`src/rtl/period_meter_pkg.sv`:
```
// Shared definitions for the period meter: default count width, FSM states
// and the saturation limit helper.
package period_meter_pkg;

  // Matches the clock divider's toggle_value width.
  localparam int PM_W_DEFAULT = 22;

  typedef enum logic [1:0] {
    ST_IDLE    = 2'd0,
    ST_MEASURE = 2'd1,
    ST_OVF     = 2'd2
  } state_e;

  // All-ones value of a w-bit counter (w <= 32).
  function automatic logic [31:0] cnt_max(input int unsigned w);
    return (32'd1 << w) - 32'd1;
  endfunction

endpackage

```
`src/rtl/period_meter_sync_edge_detect.sv`:
```
// Two-flop synchronizer plus one delay flop; flags either transition of an
// asynchronous input as a single-cycle pulse.
module sync_edge_detect (
  input  logic clk_i,
  input  logic rst_ni,
  input  logic sig_i,
  output logic edge_o
);

  logic s1_q, s2_q, s3_q;

  // NOTE: non-blocking assignments make s1->s2->s3 a true shift register;
  // blocking ones would collapse the chain into a single flop.
  always_ff @(posedge clk_i or negedge rst_ni) begin
    if (!rst_ni) begin
      s1_q <= 1'b0;
      s2_q <= 1'b0;
      s3_q <= 1'b0;
    end else begin
      s1_q <= sig_i;
      s2_q <= s1_q;
      s3_q <= s2_q;
    end
  end

  assign edge_o = s2_q ^ s3_q;

endmodule

```
`src/rtl/period_meter.sv`:
```
// Measures the half-period of an asynchronous square wave in clk_in cycles,
// reported in divider toggle_value encoding (cycles between edges minus one).
module period_meter
  import period_meter_pkg::*;
#(
  parameter int W   = PM_W_DEFAULT,
  parameter int TOL = 0
) (
  input  logic         clk_in,
  input  logic         rst,
  input  logic         sig_in,
  output logic [W-1:0] half_period,
  output logic         meas_valid,
  output logic         locked,
  output logic         overflow
);

  localparam logic [W-1:0] CNT_MAX = W'(cnt_max(W));
  localparam logic [W:0]   TOL_V   = (W+1)'(TOL);

  logic         sig_edge;
  state_e       state_q;
  logic [W-1:0] cnt_q;
  logic [W-1:0] half_period_q;
  logic         meas_valid_q;
  logic         locked_q;
  logic         overflow_q;
  logic         have_prev_q;
  logic [W:0]   diff;
  logic         within_tol;

  sync_edge_detect u_sync (
    .clk_i  (clk_in),
    .rst_ni (rst),
    .sig_i  (sig_in),
    .edge_o (sig_edge)
  );

  // Distance from the previous result, one bit wider so it can never wrap.
  always_comb begin
    diff = '0;
    if (cnt_q >= half_period_q) begin
      diff = {1'b0, cnt_q} - {1'b0, half_period_q};
    end else begin
      diff = {1'b0, half_period_q} - {1'b0, cnt_q};
    end
    within_tol = (diff <= TOL_V);
  end

  always_ff @(posedge clk_in or negedge rst) begin
    if (!rst) begin
      state_q       <= ST_IDLE;
      cnt_q         <= '0;
      half_period_q <= '0;
      meas_valid_q  <= 1'b0;
      locked_q      <= 1'b0;
      overflow_q    <= 1'b0;
      have_prev_q   <= 1'b0;
    end else begin
      meas_valid_q <= 1'b0;
      unique case (state_q)
        ST_IDLE: begin
          if (sig_edge) begin
            state_q     <= ST_MEASURE;
            cnt_q       <= '0;
            have_prev_q <= 1'b0;
          end
        end
        ST_MEASURE: begin
          // An edge wins over saturation, so a full-scale interval still reports.
          if (sig_edge) begin
            half_period_q <= cnt_q;
            meas_valid_q  <= 1'b1;
            cnt_q         <= '0;
            locked_q      <= have_prev_q && within_tol;
            have_prev_q   <= 1'b1;
            overflow_q    <= 1'b0;
          end else if (cnt_q == CNT_MAX) begin
            state_q    <= ST_OVF;
            overflow_q <= 1'b1;
            locked_q   <= 1'b0;
          end else begin
            cnt_q <= cnt_q + W'(1);
          end
        end
        ST_OVF: begin
          // The edge ending an overflowed interval only restarts timing.
          if (sig_edge) begin
            state_q     <= ST_MEASURE;
            cnt_q       <= '0;
            have_prev_q <= 1'b0;
          end
        end
        default: state_q <= ST_IDLE;
      endcase
    end
  end

  assign half_period = half_period_q;
  assign meas_valid  = meas_valid_q;
  assign locked      = locked_q;
  assign overflow    = overflow_q;

endmodule

```
`config.mk`:
```
export PLATFORM = sky130hd
export DESIGN_NAME = period_meter
export DESIGN_NICKNAME = d
export VERILOG_FILES = /design/src/rtl/period_meter_pkg.sv /design/src/rtl/period_meter_sync_edge_detect.sv /design/src/rtl/period_meter.sv
export SDC_FILE = /design/constraint.sdc
export NUM_CORES = 1
export LEC_CHECK = 0
export ABC_AREA = 1
export CAP_MARGIN = 10
export CORE_UTILIZATION = 45
export CTS_CLUSTER_DIAMETER = 40
export DETAILED_ROUTE_END_ITERATION = 10
export DONT_BUFFER_PORTS = 1
export GPL_TIMING_DRIVEN = 0
export HOLD_SLACK_MARGIN = 0.08
export SYNTH_ARGS = -nofsm -noshare
export SYNTH_HDL_FRONTEND = slang
export SYNTH_SLANG_ARGS = --single-unit
```
`constraint.sdc`:
```
create_clock -name clk_in -period 3.4 [get_ports clk_in]
set_input_delay 0 -clock clk_in [delete_from_list [all_inputs] [get_ports clk_in]]
set_output_delay 0 -clock clk_in [all_outputs]
set_load 0.01 [all_outputs]
```
Word-level counts from Yosys, hierarchy flattened
Cells that the tools add are included.

word-level totals
  bits in registers = 53
  input port bits = 3
  output and inout bits = 25
  logic and storage cells = 52

operators by class
  add/sub/neg operators = 3
  magnitude comparators = 2
  equal/unequal tests = 8
  multiplexer cells = 18
  bitwise gates (word level) = 1
  reduce and logical (&&, ||, !) cells = 10

operators by type and width
  cell                                                                               number
  22-bit 2-to-1 mux                                                                  3
  22-bit by 22-bit subtractor with 23-bit output                                     2
  22-bit one-hot mux with 2 select lines                                             1
  23-bit by 1-bit less-or-equal comparator with 1-bit output, second input constant  1
  23-bit 2-to-1 mux                                                                  1
  22-bit by 1-bit adder with 22-bit output, second input constant                    1
  22-bit == test, second input constant                                              1
  22-bit >= comparator                                                               1
  3-bit AND reduction                                                                3
  1-bit 2-to-1 mux                                                                   8
  2-bit 2-to-1 mux                                                                   3
  2-bit inequality test, second input constant                                       3
  2-bit one-hot mux with 2 select lines                                              1
  2-bit AND reduction                                                                2
  2-bit nonzero test                                                                 2
  3-bit inequality test, second input constant                                       1
  2-bit by 1-bit == test with 1-bit output, second input constant                    1
  2-bit == test, second input constant                                               1
  2-bit zero test                                                                    1
  2-bit by 1-bit inequality test with 1-bit output, second input constant            1
  1-bit one-hot mux with 2 select lines                                              1
  2-bit OR reduction                                                                 1
  1-bit logical AND                                                                  1
  1-bit bitwise XOR                                                                  1

Depth between registers and ports, before layout
Gate-level depths: netlist of the first run.

  depth after elaboration = 5
  mapped depth = 20
  mapped depth without buffers = 19

Cells and area by module
From an unflattened synthesis of the first run, not the netlist that was laid out.

unflattened totals
  cell total of the unflattened synthesis = 915
  area total of the unflattened synthesis = 5547.8 um^2

by module, submodules not included
  module            instances  cells an instance  area an instance (um^2)  seq. area each (um^2)
  period_meter      1          907                5454.0                   1251.2
  sync_edge_detect  1          8                  93.8                     75.1

Worst setup path before layout of the first run
OpenSTA, ideal clock, no wires.

  path kind = reg2reg
  start = reg half_period_q[16], in the netlist half_period[16]
  end = reg locked_q, in the netlist locked
  setup time = 0.065 ns
  data arrival time = 1.965 ns
  required time = 3.335 ns
  setup slack = 1.370 ns
  stages on the path, launching flop included = 16
  path buffers = 0
  period minus slack after synthesis = 2.030 ns
  cell sequence = dfrtp_1 -> inv_1 -> ha_1 -> nand2_4 -> inv_2 -> a21oi_2 -> nor2_1 -> nor2_4 -> nand3_2 -> nor2_2 -> nand2_1 -> nor2_1 -> nand3_1 -> nand2_1 -> nand3_1 -> nand2_1

between the ends
  longest elaborated chain between the ends = 5
  elaborated cells on any way between the ends = 7
  classes of those cells = add/sub (2); order compare (2); mux (2); reduce/logical (1)

RTL lines
  element                                                                 line                text
  start, declared                                                         period_meter.sv:24  logic [W-1:0] half_period_q;
  start signal, assigned                                                  period_meter.sv:72  half_period_q <= cnt_q;
  22-bit by 22-bit subtractor with 23-bit output (tied with other cells)  period_meter.sv:45  diff = {1'b0, half_period_q} - {1'b0, cnt_q};
  23-bit 2-to-1 mux *                                                     period_meter.sv:42  if (cnt_q >= half_period_q) begin
  23-bit by 1-bit less-or-equal comparator with 1-bit output *            period_meter.sv:47  within_tol = (diff <= TOL_V);
  1-bit logical AND *                                                     period_meter.sv:75  locked_q <= have_prev_q && within_tol;
  1-bit 2-to-1 mux *                                                      period_meter.sv:71  if (sig_edge) begin
  end signal, assigned                                                    period_meter.sv:75
  end, declared                                                           period_meter.sv:26  logic locked_q;

Every way passes the cells marked *; elsewhere a longest branch is shown, timed or not.
A chain may end at the register's enable or synchronous reset.

Worst setup path after layout of the first run
Ends and elaborated chain as after synthesis.

==> metrics.yaml, run 1 <==
yosysSeqAreaShare: 0.232
slowest_delay_ps: 450
start_util: 0.468
drt_pre_antenna_iters: 4
cp-start-kind: "flop"
cpMaxStageDelayCell: "ha_1"
cts_tree: "done"
status: "completed"
avgRoutedWirePerCell_um: 14.5
p_leak_nw: 3.39
postLayoutCellArea_um2: 6160
dp_hpwl_mm: 13.8
totalWireLength_mm: 16.4
place_area_um2: 5920
synth_edf_count: 0
worst-path-max-fanout: 7
track_usage: 0.269
slew_viol_final: 0
diodes: 0
p_total_w: 0.00410
required_ps: 3630
dieHeight_um: 115
synthCells: 949
cts_buffer_depth: 2
utilization: 0.504
final_net_count: 1007
power.density_nw_per_um2: 666
grt_remaining_overflow: 0
cp_data_arrival_time_ps: 2950
timing.final.crit_share: 0.800
ctsRootBufferMaster: "clkbuf_16"
die_area_um2: 13100
grt_max_degree: 54
pin_count: 28
startpoint: "half_period[16]"
yosysWarnings: 0
die-width_um: 115
numCtsBuffers: 5
tns_ps: 0
setup_viol: 0
end_kind: "flop"
viasPerCell: 4.95
cts_resized: 0
crit_top_cell: "nand2_1"
drive_gt1_frac: 0.0875
synth_cell_types: 43
max_freq_mhz: 368
cts.htree.levels: 2
syn2layout_area_growth_pct: 7.84
holdWs_ps: 214
syn_nets: 997
crit_chain: "inv_1, ha_1, nand2_4, inv_2, a21oi_2, nor2_1, nor2_4, nand3_2, nor2_2, nand2_1, nor2_1, nand3_1, nand2_1, nand3_1, nand2_1"
core_um2: 12200
fillers: 1333
clk_pin_slew_ps: 70
hold_path.class: "in -> async"
drt-initial-drc-count: 284
min_period_ps: 2720
synth_top_flop_cell: "dfrtp_1"
critPathTopFamily: "simple AND/OR/NAND/NOR gates"
grt_first_pass_wirelength_mm: 27.1
drc_errors: 0
maxCapViolCount: 0
ant_nets: 0
post_synth.cell_area_avg_um2: 6.02
insertion_delay_ps: 300
final_hold_viol_count: 0
grt_pass1_vias: 5336
synth-seq-cells: 53
finalClockSkew_ps: 6.45
slew_headroom: 0.551
synth_area_um2: 5710
path_class: "reg -> reg"
ir_worst_vdd_v: 0.000364
place_congestion: 1.02
cts_sinks: 53
synth-async-reset-ratio: 1.00
tightestPinTransition_ps: 667
rsz0062_at_grt: "no"
cp_num_buf_inv: 2
port_buffers: 0
rows: 40
reg2reg_from: "half_period[16]"
via_count: 5582
antenna_found_initial: 0
registers in the layout (all words and copies together) (netlist names):
| name | flops |
|---|---|
| u_sync.s3_q | 1 |
| state_q | 2 |
| cnt_q | 22 |
| half_period | 22 |
| have_prev_q | 1 |
| locked | 1 |
| meas_valid | 1 |
| overflow | 1 |
| u_sync.s2_q | 1 |
| u_sync.s1_q | 1 |
layout by cell type (no fill, tap or decap), drive strengths merged, types with 10 or more instances in the layout:
cell,instances
nand2,351
inv,178
nor2,87
nand3,66
dfrtp,53
ha,45
a21oi,41
o21ai,39
nand4,23
xor2,15
nor3,12
buf,12
clkbuf,10
worst paths after layout:
check	to	slack (ps)	cells after the start
worst min register to register	u_sync.s2_q	360	0
worst max-delay path	locked	680	15
worst min-delay path	cnt_q[1]	210	2
min in group clk_in	u_sync.s1_q	260	1
worst max register to register	locked	680	15
max in group asynchronous	half_period[20]	2950	2
per-stage QoR:
step,worst slack [ps],std cells
2_1_floorplan,1370,949
3_3_place_gp,705,1117
3_5_place_dp,725,1117
4_1_cts,696,1128
5_1_grt,470,1128
6_report,680,1128
kinds of logic (layout without fill, tap and decap cells):
kind of cell               count (synthesis)  count (layout)  share of synthesized area
adders and majority gates                 45              45                     0.0986
and+or+nand+nor                          546             546                      0.423
xor gates and xnor gates                  16              16                     0.0245
buffers and inverters                    199             210                      0.136
AOI/OAI and AO/OA                         90              90                     0.0850
DFF                                       53              53                      0.232
per-layer routing:
layer  vias up  wire length, µm  GRT usage
li1       2954                -          -
met5         -                0          0
met4         0              453     0.0909
met2       119             7460      0.446
met1      2480             7750      0.366
met3        29              709     0.0259
cell usage after synthesis (all sizes together), types with 2 or more instances:
| library cell | number | area share |
|---|---|---|
| o21ai | 39 | 0.035 |
| nand3 | 66 | 0.061 |
| nand4 | 23 | 0.028 |
| nor4 | 3 | 0.0044 |
| a21oi | 41 | 0.037 |
| clkbuf | 5 | 0.0033 |
| or2 | 2 | 0.0022 |
| nor2 | 87 | 0.073 |
| nand2 | 351 | 0.24 |
| clkinv | 5 | 0.0035 |
| nor3 | 12 | 0.011 |
| o21bai | 4 | 0.0053 |
| dfrtp | 53 | 0.23 |
| xor2 | 15 | 0.023 |
| buf | 11 | 0.013 |
| ha | 45 | 0.099 |
| inv | 178 | 0.12 |
final cells by class:
class / count / area, µm² / area share
Buffer: 16 / 91.3 / 0.0148
Clock buffer: 5 / 125 / 0.0203
Clock inverter: 3 / 65.1 / 0.0106
Inverter: 183 / 688 / 0.112
Multi-Input combinational cell: 697 / 3610 / 0.585
Sequential cell: 53 / 1330 / 0.215
Tap cell: 168 / 210 / 0.0341
Timing Repair Buffer: 3 / 47.5 / 0.00772
power by group:
group          switching (W)  internal (W)
Clock               0.000232      0.000421
Combinational        0.00178      0.000933
Sequential         0.0000591      0.000681
worst reg2reg max path, delay by kind of cell, from the launching register on:
family / cells / cell delay [ps]
AOI/OAI and AO/OA: 1 / 200
adders and majority gates: 1 / 450
buffers and inverters: 2 / 130
DFF: 1 / 430
and+or+nand+nor: 11 / 1430
what timing repair did:
item                                   in CTS  in global routing
hold buffers                                3                  0
endpoints found under the hold margin      54                  0
buffers inserted                            0                  0
(Power assumes the default switching activity.)
==> run 2: changes to the inputs <==
ABC_AREA = 0   (was 1)
clock period = 2.8 ns   (was 3.4 ns; I/O delays follow)
==> run 2 against run 1 <==
  * The run now ends with setup timing left
  * Clock-buffer cell count rose by 1
  * Global-route usage down 1.3 points
  * Cell area shrank 12%
  * Routed wire length down 15%
  * Sequential power is 11% higher
  * Register-to-register slack worse by 1200 ps
  * Cell count down 32%
  * Critical path type unchanged
  * First-iteration DRC count increased by 1.4%
  * Power down 41%
  * Fmax fell by 17%
==> metrics.yaml, run 2 <==
worst-path-max-fanout: 7
power.density_nw_per_um2: 444
synth_top_flop_cell: "dfrtp_1"
synthCells: 614
synth_edf_count: 0
rsz0062_at_grt: "yes"
cp-start-kind: "flop"
cts.htree.levels: 2
antenna_found_initial: 0
setup_slack_ps: -495
ctsRootBufferMaster: "clkbuf_8"
timing.final.crit_share: 1.18
tns_ps: -495
synthDominantCellAreaShare: 0.282
ant_nets: 0
setup_viol: 1
rows: 36
final_net_count: 685
grt_remaining_overflow: 0
diodes: 0
final_common_cell: "o21ai_0"
p_total_w: 0.00241
yosysMostFrequentCell: "o21ai_0"
min_period_ps: 3290
synth.area.top_cells: "dfrtp_1 28%, ha_1 12%, o21ai_0 7.7%"
path_class: "reg -> reg"
cts_buffer_depth: 2
yosys.area.top_type: "dfrtp_1"
dp_hpwl_mm: 10.6
die_area_um2: 10900
start_util: 0.473
hold_path.class: "in -> async"
tightestPinTransition_ps: 629
track_usage: 0.255
required_ps: 3050
die-width_um: 104
synth-async-reset-ratio: 1.00
port_buffers: 0
fillers: 945
viasPerCell: 6.04
drive_gt1_frac: 0.187
post_synth.cell_area_avg_um2: 7.66
cp_data_arrival_time_ps: 3540
grt_pass1_vias: 4314
avgRoutedWirePerCell_um: 18.1
drt-initial-drc-count: 288
utilization: 0.546
synth_cell_types: 64
drc_errors: 0
final_cell_mix: "69 x o21ai_0, 65 x nand2_1, 58 x a21oi_1"
via_count: 4660
ir_worst_vdd_v: 0.000335
slew_viol_final: 0
violations: "setup timing"
place_congestion: 0.945
pin_count: 28
status: "finished with violations"
final_hold_viol_count: 0
holdWs_ps: 182
grt_first_pass_wirelength_mm: 22.2
numCtsBuffers: 5
slew_headroom: 0.578
finalClockSkew_ps: 12.5
yosysSeqAreaShare: 0.282
yosysWarnings: 0
grt_max_degree: 54
totalWireLength_mm: 13.9
insertion_delay_ps: 320
dieHeight_um: 104
p_leak_nw: 2.29
drt_pre_antenna_iters: 5
synth_commonest_cells: "72 x o21ai_0, 69 x nand2_1, 64 x a21oi_1"
cts_tree: "done"
end_kind: "flop"
max_freq_mhz: 304
clk_pin_slew_ps: 100
synth-seq-cells: 53
cts_sinks: 53
synth_area_um2: 4700
syn_nets: 662
syn2layout_area_growth_pct: 15.6
maxCapViolCount: 0
core_um2: 9950
==> run 2: cell types whose count changed after synthesis, moves of 21 or more <==
cell and change:
nand2_1 -265, inv_1 -109, nand3_1 -50, o21ai_0 +39, a21oi_1 +25, nor2_1 -21
==> run 2: routing by layer <==
layer,track usage,wire length [µm]
met1,0.366,6640
met4,0.0653,264
met3,0.0395,784
met5,0,0
met2,0.400,6260
==> run 2: worst paths after layout <==
| check | depth (start not counted) | end | startpoint | slack, ps |
|---|---|---|---|---|
| min in group clk_in | 1 | u_sync.s1_q | sig_in | 240 |
| worst min register to register | 0 | u_sync.s2_q | u_sync.s1_q | 370 |
| max in group asynchronous | 2 | half_period[2] | rst | 2370 |
| worst min-delay path | 2 | cnt_q[6] | rst | 180 |
| worst max register to register | 11 | locked | cnt_q[6] | -490 |
| worst max-delay path | 11 | locked | cnt_q[6] | -490 |
==> run 2: where the power goes <==
| group | switching (W) | internal (W) | total (W) |
|---|---|---|---|
| Combinational | 0.000678 | 0.000486 | 0.00116 |
| Clock | 0.000259 | 0.000174 | 0.000434 |
| Sequential | 0.0000319 | 0.000786 | 0.000818 |
==> run 2: repair_timing <==
item,CTS,global route
cloned,0,0
pin swaps,1,14
endpoints found under the setup margin,21,17
setup buffers,1,15
gates resized for setup,27,70
hold buffers,3,0
hold endpoints to repair,54,0
==> run 2: cell type report <==
cell class              instances  area, µm²  area share
plain buffers                  24        131      0.0242
repair buffers                 19        180      0.0331
clock buffers                   6       72.6      0.0133
inverters                      54        203      0.0373
well taps                     133        166      0.0306
clock inverters                 2       10.0     0.00184
multi-input cells             480       3330       0.611
flip-flops and latches         53       1350       0.248
==> run 2: critical path, cell delays in order (launching register included) <==
cell	delay (ps)
dfrtp_2	460
inv_1	70
ha_2	230
a21oi_4	190
o21ai_2	80
a21o_1	180
or4_4	490
a2111oi_4	390
o2111ai_2	190
or4_4	540
o221a_1	270
a21oi_2	140
==> run 2: through the flow <==
stage               std cells  setup WS (ps)  area, µm²
global route              771           -543       5440
finish                    771           -495       5440
CTS                       759           -439       5170
detailed placement        747           -827       4890
floorplan                 614           -145       4720
global placement          747           -865       4890
==> run 2: cell families (layout without fill, tap and decap cells) <==
kind of cell             count (synthesis)  count (layout)  share of synthesized area
buffers and inverters                   81             105                     0.0691
AO/OA/AOI/OAI                          201             201                      0.264
multiplexers                             2               2                    0.00452
XOR/XNOR                                29              29                     0.0540
AND/OR/NAND/NOR                        203             203                      0.207
flip-flops                              53              53                      0.282
adder cells (fa/ha/maj)                 45              45                      0.120
